[config.mk]
export PLATFORM = sky130hd
export DESIGN_NAME = sbox_bram_issue_collect
export DESIGN_NICKNAME = d
export VERILOG_FILES = /design/src/rtl/sbox_bram_issue_collect.sv
export SDC_FILE = /design/constraint.sdc
export NUM_CORES = 1
export LEC_CHECK = 0
export ABC_AREA = 1
export BUFFER_PORTS_ARGS = -buffer_cell sky130_fd_sc_hd__buf_2
export CELL_PAD_IN_SITES_DETAIL_PLACEMENT = 1
export CELL_PAD_IN_SITES_GLOBAL_PLACEMENT = 1
export CORE_MARGIN = 2
export CORE_UTILIZATION = 36
export DETAILED_ROUTE_END_ITERATION = 6
export HOLD_SLACK_MARGIN = 0.08
export PLACE_DENSITY = 0.77
export REMOVE_ABC_BUFFERS = 1
export SLEW_MARGIN = 40
export SYNTH_ARGS = -nofsm -noshare
export SYNTH_HDL_FRONTEND = slang
export SYNTH_SLANG_ARGS = --single-unit
[constraint.sdc]
create_clock -name clk -period 1.4 [get_ports clk]
set_input_delay 0.21 -clock clk [delete_from_list [all_inputs] [get_ports clk]]
set_output_delay 0.21 -clock clk [all_outputs]
set_load 0.1 [all_outputs]
[src/rtl/sbox_bram_issue_collect.sv]
// Issues 4 masked S-box lookups to a 2-port BRAM and collects a 32-bit word.
// Define SBOX_ZEROIZE_EN to clear share residue after each output handshake.
module sbox_bram_issue_collect #(
  parameter int ADDR_W   = 10,
  parameter int SEL_W    = 2,
  parameter int BRAM_LAT = 2
) (
  input  logic               clk,
  input  logic               rst,
  input  logic               in_valid,
  output logic               in_ready,
  input  logic [31:0]        in_data,
  input  logic [4*SEL_W-1:0] in_sel,
  output logic               bram_en,
  output logic [ADDR_W-1:0]  bram_addra,
  output logic [ADDR_W-1:0]  bram_addrb,
  input  logic [7:0]         bram_doa,
  input  logic [7:0]         bram_dob,
  output logic               out_valid,
  input  logic               out_ready,
  output logic [31:0]        out_data
);

  localparam logic [1:0] WAIT_N =
    (BRAM_LAT > 2) ? 2'(BRAM_LAT - 2) : 2'd0;

  typedef enum logic [2:0] {
    S_IDLE,
    S_ISS0,
    S_ISS1,
    S_WAIT,
    S_CAP0,
    S_CAP1,
    S_DONE
  } state_t;

  state_t             state;
  logic [1:0]         cnt;
  logic [15:0]        hi_q;
  logic [2*SEL_W-1:0] hsel_q;

  // Bytes 0/1 go straight to the address registers on accept,
  // so only the upper pair needs holding for the second issue.
  always_ff @(posedge clk or negedge rst) begin
    if (!rst) begin
      state      <= S_IDLE;
      cnt        <= '0;
      hi_q       <= '0;
      hsel_q     <= '0;
      in_ready   <= 1'b0;
      bram_en    <= 1'b0;
      bram_addra <= '0;
      bram_addrb <= '0;
      out_valid  <= 1'b0;
      out_data   <= '0;
    end else begin
      unique case (state)
        S_IDLE: begin
          if (in_valid && in_ready) begin
            hi_q       <= in_data[31:16];
            hsel_q     <= in_sel[4*SEL_W-1:2*SEL_W];
            in_ready   <= 1'b0;
            bram_en    <= 1'b1;
            bram_addra <= {in_sel[0 +: SEL_W],
                           in_data[7:0]};
            bram_addrb <= {in_sel[SEL_W +: SEL_W],
                           in_data[15:8]};
            state      <= S_ISS0;
          end else begin
            in_ready <= 1'b1;
          end
        end
        S_ISS0: begin
          bram_addra <= {hsel_q[0 +: SEL_W], hi_q[7:0]};
          bram_addrb <= {hsel_q[SEL_W +: SEL_W], hi_q[15:8]};
          state      <= S_ISS1;
        end
        S_ISS1: begin
          cnt <= '0;
          if (WAIT_N == 2'd0) begin
            state <= S_CAP0;
          end else begin
            state <= S_WAIT;
          end
        end
        S_WAIT: begin
          if (cnt == WAIT_N - 2'd1) begin
            cnt   <= '0;
            state <= S_CAP0;
          end else begin
            cnt <= cnt + 2'd1;
          end
        end
        S_CAP0: begin
          out_data[15:0] <= {bram_dob, bram_doa};
          state          <= S_CAP1;
        end
        S_CAP1: begin
          out_data[31:16] <= {bram_dob, bram_doa};
          bram_en         <= 1'b0;
          out_valid       <= 1'b1;
          state           <= S_DONE;
        end
        S_DONE: begin
          if (out_ready) begin
            out_valid <= 1'b0;
            in_ready  <= 1'b1;
            state     <= S_IDLE;
`ifdef SBOX_ZEROIZE_EN
            out_data   <= '0;
            hi_q       <= '0;
            hsel_q     <= '0;
            bram_addra <= '0;
            bram_addrb <= '0;
`endif
          end
        end
        default: begin
          state <= S_IDLE;
        end
      endcase
    end
  end

endmodule

; ---- Yosys cells after proc, flatten, opt, wreduce, memory -nomap -nowiden
; Cells that the tools add are included.
[totals]
reg_bits = 80
input_bits = 60
out_inout_bits = 55
[op_classes]
add_sub_neg = 1
n_eq_ne = 10
mux = 17
reduce_logical = 13
[ops]
columns = op, count
row1 = 10-bit one-hot mux with 2 select lines, 2
row2 = 3-bit one-hot mux with 7 select lines, 1
row3 = 10-bit two-way mux, 2
row4 = 2-bit AND reduction, 5
row5 = 2-bit nonzero test, 5
row6 = "3-bit equality test, second input constant", 3
row7 = 3-bit two-way mux, 3
row8 = "3-bit by 2-bit equality test with 1-bit output, second input constant", 2
row9 = "2-bit inequality test, second input constant", 3
row10 = 1-bit one-hot mux with 2 select lines, 3
row11 = 1-bit two-way mux, 4
row12 = 2-bit one-hot mux with 2 select lines, 1
row13 = "3-bit by 1-bit equality test with 1-bit output, second input constant", 1
row14 = 3-bit logical NOT, 1
row15 = 3-bit AND reduction, 1
row16 = "2-bit by 1-bit adder with 2-bit output, second input constant", 1
row17 = "2-bit equality test, second input constant", 1
row18 = 2-bit two-way mux, 1
row19 = 1-bit logical AND, 1

; ---- Depth between registers and ports, before layout
[logic_depth]
word_depth = 3
depth_mapped = 8
ltp_nobuf = 7

; ---- Worst setup path after synthesis
; OpenSTA, ideal clock, no wires.
[synth_path]
kind = flip-flop to flip-flop
from = register in_ready
to = register bram_addra[0]
t_arrival_ns = 1.636
required_ns = 1.280
slack_ns = -0.356
path_stages_with_launch = 9
path_cell_list = dfrtp_1 -> nand2_1 -> inv_1 -> nand3_2 -> nand2_1 -> inv_2 -> buf_2 -> nand2_1 -> nand2_1
[synth_between]
elab_chain_cells = 3
[synth_rtl]
columns = item, line_no
row1 = from (decl), 11  ; output logic in_ready,
row2 = from (signal assigned), 50  ; in_ready <= 1'b0;
row3 = from (signal assigned), 62  ; in_ready <= 1'b0;
row4 = from (signal assigned), 70  ; in_ready <= 1'b1;
row5 = 1-bit logical AND, 59  ; if (in_valid && in_ready) begin
row6 = 2-bit inequality test (no line), n/a
row7 = 2-bit AND reduction (no line), n/a
row8 = to (signal assigned), 64  ; bram_addra <= {in_sel[0 +: SEL_W],
row9 = to (signal assigned), 74  ; bram_addra <= {hsel_q[0 +: SEL_W], hi_q[7:0]};
row10 = to (decl), 15  ; output logic [ADDR_W-1:0] bram_addra,
; No other way between the ends.
; A chain may end at the register's enable or synchronous reset.

; ---- Final worst setup path
[layout_path]
from = register bram_addra[0]
to = output port bram_addra[0]
; No word-level cell between the ends.

==> reports/metrics.yaml <==
num_rows: 35
placed_area_mm2: 0.00412
slowest_stage: "buf_2"
setup_viol: 0
cp_num_buf_inv: 1
diodes: 0
cts_root_buf: "clkbuf_8"
ys_seq_area_frac: 0.599
core_area_mm2: 0.00911
final_cell_mix: "147 x nand2_1, 78 x dfrtp_1, 78 x buf_2"
finalCritPeriodShare: 0.973
die-area_mm2: 0.0101
final_nets: 585
crit_start: "bram_addra[0]"
hold_path.class: "input pin to flop"
rsz0062_at_grt: "no"
r2r_end: "hi_q[11]"
crit_path_end_kind: "primary output"
syn_avg_cell_area_um2: 8.67
clkSlewWorstSetupHoldPaths_ps: 80
via_count: 2985
antenna_found_initial: 1
setup_tns_ps: 0
drive_gt1_frac: 0.292
reg2reg_from: "state[1]"
fmax_mhz: 734
start_util: 0.367
final_area_mm2: 0.00460
grt_max_degree: 81
status: "finished, final reports clean"
criticalPathCategory: "flop to primary output"
min_period_ps: 1360
crit_end: "bram_addra[0]"
synth_top_area_cell: "dfrtp_1"
cp.depth: 1
ff2ff_path_depth: 6
via_per_inst: 4.68
tightestPinTransition_ps: 510
syn_inst: 385
max-cap-violations: 0
crit_fanout: 2
max_stage_delay_ps: 440
dpl.hpwl_um: 6230
finalMaxSlewViolations: 0
start_kind: "flop"
clkSinkCount: 80
grt_pass1_wl_um: 14700
final_common_cell: "nand2_1"
postRouteAntennaNets: 0
cts_buffers: 9
layout.area.seq_mm2: 0.00200
overflow: 0
wl_per_cell_um: 14.0
finalHoldViolCount: 0
synth_area_leaders: "dfrtp_1 60%, nand2_1 17%, o21ai_1 6.7%"
synth_area_mm2: 0.00334
ys_types: 16
cts_max_level: 3
die_width_um: 100
die-height_um: 100
worstPathRequired_ps: 1190
crit_family: "buffers and inverters"
drc: 0
grt_util_all_layers: 0.186
area_growth_syn_to_layout_pct: 37.6
first_iter_violations: 85
num-fill-cells: 1093
io_pins: 115
ys_warn_count: 0
clk_path_buf_depth: 2
gp_congestion: 0.791
ys_ff_latch: 80
cts_tree: "yes"
grt_pass1_vias: 3121
netlist.area_leader.share: 0.599
finalClockSkew_ps: 5.66
max-slew-margin-rel: 0.663
holdWs_ps: 106
drtPass1Iterations: 4
wirelength_um: 8960
reg2reg_slack_ps: 140
arrival_ps: 1150
port-buffer-count: 114
multi_input_area_mm2: 0.00107
crit_chain: "buf_2"
worstSkewPairLatency_ps: 350
-- per-layer routing --
| layer | part of all wire | up-vias | global-route usage |
|---|---|---|---|
| met4 | 0.012 | 2 | 0.0706 |
| met3 | 0.072 | 11 | 0.0592 |
| li1 | - | 1467 | - |
| met1 | 0.44 | 1411 | 0.235 |
| met5 | 0.0015 | - | 0 |
| met2 | 0.48 | 94 | 0.300 |
-- logic make-up after synthesis --
| group | Yosys count | share of synthesized area |
|---|---|---|
| adder cells (fa/ha/maj) | 3 | 0.0112 |
| AND/OR/NAND/NOR | 160 | 0.190 |
| buffers and inverters | 64 | 0.0817 |
| flip-flops | 80 | 0.599 |
| AO/OA/AOI/OAI | 78 | 0.117 |
-- what timing repair did --
item / in CTS / in global routing
pin swaps: 0 / 1
endpoints found under the setup margin: 2 / 61
buffers inserted: 0 / 1
endpoints found under the hold margin: 96 / 0
hold buffers: 17 / 0
resized for setup: 2 / 39
-- per-stage QoR --
stage / util / instances / setup slack [ps]
floorplan: - / 367 / -713
global placement: 0.452 / 604 / 121
detailed placement: 0.452 / 604 / 26.7
CTS: 0.493 / 637 / 3.50
global route: 0.505 / 638 / 0.342
finish: 0.505 / 638 / 38.4
-- sequential cells by signal (all words and copies together) (netlist names) --
register    cells
out_valid       1
out_data       32
bram_en         1
in_ready        1
bram_addra     10
bram_addrb     10
cnt             2
state           3
hsel_q          4
hi_q           16
-- cell usage after synthesis --
cell	count
buf_4	4
o21ai_1	45
dfrtp_1	80
o22ai_1	1
nand4_1	1
nor2_1	2
nand3_1	5
buf_2	14
inv_1	42
nor2_4	1
a21oi_1	2
nand2_1	148
nand3_2	3
inv_2	4
ha_1	3
o21ai_0	30
-- worst min path at each step --
stage	start	slack [ps]	end	depth (start not counted)
after floorplan	rst	-90	bram_addra[0]	0
after global placement	rst	270	hsel_q[1]	2
after detailed placement	rst	280	hsel_q[1]	2
after CTS	bram_doa[2]	90	out_data[2]	3
after global routing	in_data[21]	100	hi_q[5]	3
final	bram_doa[2]	110	out_data[2]	3
-- final cells by class --
class                   instances  share of cell area
clock buffers                   9              0.0270
clock inverters                 7              0.0172
inverters                      46              0.0381
multi-input cells             241               0.232
flip-flops and latches         80               0.436
well taps                     111              0.0302
repair buffers                144               0.219
Power is left out: the tool's default activity adds up to more than one toggle a clock period on the data nets, which glitch-free logic cannot reach.
